<file path="src/rtl/prbs_pkg.sv">
`default_nettype none
// ============================================================================
// Module   : prbs_pkg
// Purpose  : Shared PRBS order codes, LFSR length/tap constants, order mask
//            and FSM encoding for the PRBS bit source and edge shaper.
// Revision : 1.0  initial release
// ============================================================================
package prbs_pkg;

    localparam int ACC_W_DEF  = 32;
    localparam int LFSR_W_DEF = 31;

    typedef enum logic [2:0] {
        PRBS7  = 3'd0,
        PRBS9  = 3'd1,
        PRBS15 = 3'd2,
        PRBS23 = 3'd3,
        PRBS31 = 3'd4
    } prbs_order_e;

    localparam int PRBS7_LEN  = 7;
    localparam int PRBS7_TAP  = 6;
    localparam int PRBS9_LEN  = 9;
    localparam int PRBS9_TAP  = 5;
    localparam int PRBS15_LEN = 15;
    localparam int PRBS15_TAP = 14;
    localparam int PRBS23_LEN = 23;
    localparam int PRBS23_TAP = 18;
    localparam int PRBS31_LEN = 31;
    localparam int PRBS31_TAP = 28;

    localparam logic [0:0] ST_IDLE = 1'b0;
    localparam logic [0:0] ST_RUN  = 1'b1;

    // Unused select codes fall back to the shortest sequence.
    function automatic prbs_order_e decode_order(input logic [2:0] sel);
        case (sel)
            3'd1:    return PRBS9;
            3'd2:    return PRBS15;
            3'd3:    return PRBS23;
            3'd4:    return PRBS31;
            default: return PRBS7;
        endcase
    endfunction

    function automatic logic [LFSR_W_DEF-1:0] order_mask(input prbs_order_e ord);
        case (ord)
            PRBS9:   return 31'h0000_01FF;
            PRBS15:  return 31'h0000_7FFF;
            PRBS23:  return 31'h007F_FFFF;
            PRBS31:  return 31'h7FFF_FFFF;
            default: return 31'h0000_007F;
        endcase
    endfunction

endpackage
`default_nettype wire

</file>
<file path="src/rtl/prbs_rate_nco.sv">
`default_nettype none
// ============================================================================
// Module   : prbs_rate_nco
// Purpose  : Phase accumulator; tick is the carry out of acc + ftw.
// Revision : 1.0  initial release
// ============================================================================
module prbs_rate_nco
    import prbs_pkg::*;
#(
    parameter int ACC_W = ACC_W_DEF
) (
    input  logic             dac_clk,
    input  logic             reset,
    input  logic             run_i,
    input  logic             clr_i,
    input  logic [ACC_W-1:0] ftw_i,
    output logic             tick_o
);

    logic [ACC_W-1:0] acc_q;
    logic [ACC_W-1:0] acc_d;
    logic [ACC_W:0]   sum;
    logic             adv;

    assign adv = run_i & ~clr_i;
    assign sum = {1'b0, acc_q} + {1'b0, ftw_i};

    // Outside RUN (or on clear) the accumulator sits at zero so a restart
    // always begins from a known phase.
    always_comb begin
        acc_d = '0;
        if (adv) begin
            acc_d = sum[ACC_W-1:0];
        end
    end

    assign tick_o = adv & sum[ACC_W];

    always_ff @(posedge dac_clk) begin
        if (reset) begin
            acc_q <= '0;
        end else begin
            acc_q <= acc_d;
        end
    end

endmodule
`default_nettype wire

</file>
<file path="src/rtl/prbs_bit_gen.sv">
`default_nettype none
// ============================================================================
// Module   : prbs_bit_gen
// Purpose  : Programmable-rate PRBS7/9/15/23/31 bit source with seed load,
//            single-bit error injection and sequence-wrap marker.
// Revision : 1.0  initial release
// ============================================================================
module prbs_bit_gen
    import prbs_pkg::*;
#(
    parameter int ACC_W  = ACC_W_DEF,
    parameter int LFSR_W = LFSR_W_DEF
) (
    input  logic              dac_clk,
    input  logic              reset,
    input  logic              enable,
    input  logic [2:0]        prbs_order_sel,
    input  logic [ACC_W-1:0]  bit_rate_ftw,
    input  logic [LFSR_W-1:0] seed,
    input  logic              seed_load,
    input  logic              error_inject,
    output logic              prbs_bit_out,
    output logic              lfsr_clk_enable,
    output logic              seq_wrap,
    output logic [LFSR_W-1:0] lfsr_state_dbg,
    output logic              gen_state_dbg
);

    logic [0:0]        state_q, state_d;
    prbs_order_e       order_q, order_d;
    logic [LFSR_W-1:0] lfsr_q, lfsr_d;
    logic [LFSR_W-1:0] wrap_ref_q, wrap_ref_d;
    logic              inject_q, inject_d;
    logic              bit_q, bit_d;
    logic              strobe_q, strobe_d;
    logic              wrap_q, wrap_d;

    logic              tick;
    logic              fb;
    logic              inj_now;
    prbs_order_e       load_order;
    logic [LFSR_W-1:0] cur_mask;
    logic [LFSR_W-1:0] load_mask;
    logic [LFSR_W-1:0] seed_masked;
    logic [LFSR_W-1:0] load_val;
    logic [LFSR_W-1:0] shifted;

    prbs_rate_nco #(
        .ACC_W (ACC_W)
    ) u_nco (
        .dac_clk (dac_clk),
        .reset   (reset),
        .run_i   (state_q == ST_RUN),
        .clr_i   (seed_load),
        .ftw_i   (bit_rate_ftw),
        .tick_o  (tick)
    );

    always_comb begin
        case (order_q)
            PRBS9:   fb = lfsr_q[PRBS9_LEN-1]  ^ lfsr_q[PRBS9_TAP-1];
            PRBS15:  fb = lfsr_q[PRBS15_LEN-1] ^ lfsr_q[PRBS15_TAP-1];
            PRBS23:  fb = lfsr_q[PRBS23_LEN-1] ^ lfsr_q[PRBS23_TAP-1];
            PRBS31:  fb = lfsr_q[PRBS31_LEN-1] ^ lfsr_q[PRBS31_TAP-1];
            default: fb = lfsr_q[PRBS7_LEN-1]  ^ lfsr_q[PRBS7_TAP-1];
        endcase
    end

    assign cur_mask    = LFSR_W'(order_mask(order_q));
    assign shifted     = {lfsr_q[LFSR_W-2:0], fb} & cur_mask;
    assign load_order  = decode_order(prbs_order_sel);
    assign load_mask   = LFSR_W'(order_mask(load_order));
    assign seed_masked = seed & load_mask;
    // An all-zero seed would lock the LFSR; substitute all-ones.
    assign load_val    = (seed_masked == '0) ? load_mask : seed_masked;
    assign inj_now     = inject_q | error_inject;

    always_comb begin
        state_d    = enable ? ST_RUN : ST_IDLE;
        order_d    = order_q;
        lfsr_d     = lfsr_q;
        wrap_ref_d = wrap_ref_q;
        inject_d   = inj_now;
        bit_d      = bit_q;
        strobe_d   = 1'b0;
        wrap_d     = 1'b0;
        if (seed_load) begin
            order_d    = load_order;
            lfsr_d     = load_val;
            wrap_ref_d = load_val;
        end else if (tick) begin
            lfsr_d   = shifted;
            bit_d    = fb ^ inj_now;
            strobe_d = 1'b1;
            wrap_d   = (shifted == wrap_ref_q);
            inject_d = 1'b0;
        end
    end

    always_ff @(posedge dac_clk) begin
        if (reset) begin
            state_q    <= ST_IDLE;
            order_q    <= PRBS7;
            lfsr_q     <= LFSR_W'(order_mask(PRBS7));
            wrap_ref_q <= LFSR_W'(order_mask(PRBS7));
            inject_q   <= 1'b0;
            bit_q      <= 1'b0;
            strobe_q   <= 1'b0;
            wrap_q     <= 1'b0;
        end else begin
            state_q    <= state_d;
            order_q    <= order_d;
            lfsr_q     <= lfsr_d;
            wrap_ref_q <= wrap_ref_d;
            inject_q   <= inject_d;
            bit_q      <= bit_d;
            strobe_q   <= strobe_d;
            wrap_q     <= wrap_d;
        end
    end

    assign prbs_bit_out    = bit_q;
    assign lfsr_clk_enable = strobe_q;
    assign seq_wrap        = wrap_q;
    assign lfsr_state_dbg  = lfsr_q;
    assign gen_state_dbg   = state_q[0];

endmodule
`default_nettype wire

</file>
<file path="config.mk">
export PLATFORM = sky130hd
export DESIGN_NAME = prbs_bit_gen
export DESIGN_NICKNAME = d
export VERILOG_FILES = /design/src/rtl/prbs_pkg.sv /design/src/rtl/prbs_rate_nco.sv /design/src/rtl/prbs_bit_gen.sv
export SDC_FILE = /design/constraint.sdc
export NUM_CORES = 1
export LEC_CHECK = 0
export ABC_AREA = 1
export CAP_MARGIN = 15
export CELL_PAD_IN_SITES_DETAIL_PLACEMENT = 0
export CELL_PAD_IN_SITES_GLOBAL_PLACEMENT = 1
export CORE_MARGIN = 10
export CORE_UTILIZATION = 40
export DETAILED_ROUTE_END_ITERATION = 10
export DONT_BUFFER_PORTS = 1
export HOLD_SLACK_MARGIN = 0.1
export PLACE_DENSITY_LB_ADDON = 0.15
export SYNTH_ARGS = -nofsm -noshare
export SYNTH_HDL_FRONTEND = slang
export SYNTH_HIERARCHICAL = 1
export SYNTH_SLANG_ARGS = --single-unit
</file>
<file path="constraint.sdc">
create_clock -name dac_clk -period 2.71 [get_ports dac_clk]
set_input_delay 0.542 -clock dac_clk [delete_from_list [all_inputs] [get_ports dac_clk]]
set_output_delay 0.542 -clock dac_clk [all_outputs]
set_load 0.05 [all_outputs]
</file>
==> summary.md <==
| Metric | Value |
|---|---|
| Number of antenna diodes | `0` |
| Final setup violation count | `0` |
| Dpl cells | `1,420` |
| Warnings from Yosys | `6` |
| Total Wirelength | `21,700 um` |
| Leakage Power | `4.14 nW` |
| Routability cong. | `0.892` |
| Arr. time, crit path | `2.73 ns` |
| Die Y | `152 um` |
| Avg Cell Area, Syn | `6.12 sq um` |
| Reg-to-reg endpoint | `lfsr_state_dbg[13]` |
| Core ar. | `17,200 sq um` |
| Final core utilization | `46.8%` |
| Top-level I/O count | `106` |
| Sw Share | `32.4%` |
| NetSw | `1.16 mW` |
| Die footprint | `23,300 sq um` |
| Total negative setup slack | `0 ns` |
| Critical path class | `flip-flop to flip-flop` |
| Die X | `152 um` |
| Asr flop ratio synth | `0%` |
| Yosys cell types | `40` |
| Multi-input gate area | `4220 sq um` |
| Layout cell share with drive strength beyond 1 | `13.2%` |
| WP data required | `3.00 ns` |
| Largest net degree at the start of global routing | `52` |
| Total congestion overflow | `0` |
| Worst Hold Class | `input pin to flip-flop` |
| Period utilisation layout | `89.9%` |
| Hold path depth | `1` |
| Worst slack, placed | `0.0175 ns` |
| Synth Flop Type | `dfxtp_1` |
| Met2 wire len | `10,700 um` |
| Clk slew on worst S/H paths | `0.09 ns` |
| TritonCTS sink count | `102` |
| Drt wl/cell | `15.1 um` |
| Outcome | `completed` |
| Vias in the first global route | `6,669` |
| Mapped Nets | `1,251` |
| Minimum clock period | `2.44 ns` |
| Hold slack | `0.231 ns` |
| Internal power | `2.43 mW` |
| Number of port buffers | `0` |
| Cell Area, Synth | `7020 sq um` |
| FF/Latch Area | `2040 sq um` |
| Max clock buf depth | `2` |
| Via count | `6,982` |
| Post-synthesis compound-gate area fraction | `13.0%` |
| DRT Pass-1 Iters | `5` |
| Largest family of logic cells by synthesized area | `simple AND/OR/NAND/NOR gates` |
| GRT Total Usage | `18.0%` |
| Critical Path Sink Type | `flip-flop` |
| First-pass GRT wire length | `34,400 um` |
| Slew Limit Fails | `0` |
| DRC Markers | `0` |
| Top Layer Used | `met4` |
| Max Cap Viol | `0` |
| Layout Area Growth over Synthesis | `14.8%` |
| Most common cell after layout, fill and taps aside | `nand2_1` |
| Mux contribution to synthesized area | `0%` |
| Cell Count, Final, Fillers Out | `1,436` |
| Total CTS buffers | `9` |
| Logic pwr share | `15.9%` |
| Synth top area cells | `dfxtp_1 (29%), nand2_1 (20%), inv_1 (8.9%)` |
| Adder-Cell Fraction of Synth Area | `5.99%` |
| Met1 wire length | `9390 um` |
| PnR worst setup slack | `0.274 ns` |
| NumNets Final | `1,310` |
| Min-delay src | `reset` |
| Power per cell area | `446 nW/um^2` |
| Final HPWL DP | `17,600 um` |
| Clock Skew | `0.0107 ns` |
| CP max FO | `8` |
| # fillers | `1,882` |
| Post-route ant nets | `0` |
| Fmax achieved | `410 MHz` |
| Initial antenna violation count | `0` |
| Post-Synth XOR/XNOR Area | `2.37%` |
| DR WL met3 | `1330 um` |
| Max transition margin | `56.1%` |
| Register bit total from synthesis | `102` |
| RR Startpoint | `u_nco/acc_q[0]` |
| Leading area contributor after synthesis | `dfxtp_1` |
| Seq/Total Area, Yosys | `29.1%` |
| Worst r2r path cells | `17` |
| Setup Fix Bufs, Post-CTS | `0` |
| Hold Vio Cnt, Final | `0` |
| Cells after Synth | `1,147` |
| Starting Density | `40.7%` |
| Worst Setup Start Kind | `flip-flop` |
| Clk pwr share | `38.3%` |
| Most frequent cells in the layout | `nand2_1 (379), inv_1 (167), dfxtp_1 (102)` |
| CTS tree | `built` |
| FF-to-FF setup slack | `0.27 ns` |
| Max IR drop VDD | `0.274 mV` |
| H-tree depth | `3` |
| Hold EP | `wrap_ref_q[23]` |
| Starting DRT DRC Count | `392` |
| Yosys top cell area share | `29.1%` |
| Sequential Power Share | `45.7%` |
| EDFF count, synth | `0` |
| Row count | `48` |
| Simple-Gate Fraction of Synth Area | `38.4%` |
| Vias per cell | `4.86` |
| Slew @ Worst Pin | `0.656 ns` |
| Clock root cell | `clkbuf_16` |
| Clock Latency Late Sink | `0.36 ns` |
## critical path, stage by stage (launching register included)
cell and delay (ns):
dfxtp_1 0.31, ha_1 0.20, fa_1 0.40, nand3_1 0.10
nand3_1 0.09, nand2_1 0.08, nand3_1 0.10, nand3_1 0.08
nand2_1 0.07, nand2_1 0.08, a21oi_2 0.08, buf_4 0.14
inv_1 0.06, nand2_1 0.07, buf_4 0.20, o22ai_1 0.15
inv_1 0.05, a21oi_1 0.13
## state kept, by name (all words and copies together), names as in the netlist
name / flops
u_nco/acc_q: 32
lfsr_state_dbg: 31
wrap_ref_q: 31
order_q: 3
gen_state_dbg: 1
inject_q: 1
lfsr_clk_enable: 1
prbs_bit_out: 1
seq_wrap: 1
## metal layers
layer | up-vias | global-route usage, %
met4 | 0 | 3.91
met3 | 15 | 5.28
met5 | - | 0
met2 | 148 | 32.4
met1 | 3094 | 20.5
li1 | 3725 | -
## through the flow
step	power (mW)	instance area [sq um]
final	3.60	8060
after global routing	3.78	8060
after CTS	3.64	8050
after detailed placement	2.25	7730
after global placement	2.25	7730
after floorplan	2.08	7020
## synthesized netlist by cell type (2+ instances only)
| cell type | n |
|---|---|
| o21bai_1 | 4 |
| buf_2 | 3 |
| o21a_1 | 3 |
| nand2_2 | 19 |
| o21ai_1 | 3 |
| nand3_1 | 67 |
| o22ai_1 | 13 |
| and2_1 | 5 |
| nand3b_1 | 5 |
| nand3_2 | 9 |
| ha_1 | 32 |
| nor3_2 | 6 |
| nand2_1 | 381 |
| dfxtp_1 | 102 |
| clkbuf_1 | 16 |
| nor2_4 | 2 |
| nor2_1 | 95 |
| xnor2_1 | 11 |
| buf_1 | 2 |
| nor2_2 | 10 |
| or2_2 | 2 |
| a21oi_1 | 94 |
| inv_2 | 11 |
| nand4_1 | 7 |
| xor2_1 | 8 |
| a21oi_2 | 3 |
| nand2_4 | 5 |
| clkinv_1 | 2 |
| nor3_1 | 2 |
| inv_1 | 167 |
| o21ai_0 | 49 |
## how the worst max path moves through the flow
stage / cells after the start / end / from / slack, ns
2_1_floorplan: 15 / lfsr_state_dbg[0] / bit_rate_ftw[0] / 0.07
3_3_place_gp: 17 / lfsr_state_dbg[15] / bit_rate_ftw[0] / 0.05
3_5_place_dp: 17 / lfsr_state_dbg[13] / bit_rate_ftw[0] / 0.02
4_1_cts: 17 / lfsr_state_dbg[13] / u_nco/acc_q[0] / 0.24
5_1_grt: 19 / seq_wrap / u_nco/acc_q[13] / -0.009
6_report: 17 / lfsr_state_dbg[13] / u_nco/acc_q[0] / 0.27
## timing repair
item	in CTS	in global routing
hold buffers	0	0
endpoints found under the setup margin	0	10
gates resized for setup	0	5
## area by class of cell
type	instances	area share, %
Clock buffer	9	2.79
Clock inverter	7	1.10
Inverter	180	8.38
Multi-Input combinational cell	842	52.3
Sequential cell	102	25.3
Tap cell	225	3.49
Timing Repair Buffer	71	6.61
## power by group through the flow
| stage | registers [mW] | clock network (mW) | logic [mW] |
|---|---|---|---|
| final | 1.64 | 1.38 | 0.573 |
| after global routing | 1.65 | 1.48 | 0.644 |
| after CTS | 1.65 | 1.42 | 0.575 |
| after detailed placement | 1.68 | 0 | 0.572 |
| after global placement | 1.68 | 0 | 0.572 |
| after floorplan | 1.69 | 0 | 0.386 |
## cells by family after synthesis
family                     Yosys count
and+or+nand+nor                    618
buffers and inverters              203
AOI/OAI and AO/OA                  172
DFF                                102
adders and majority gates           33
xor gates and xnor gates            19
(Power assumes the default switching activity.)
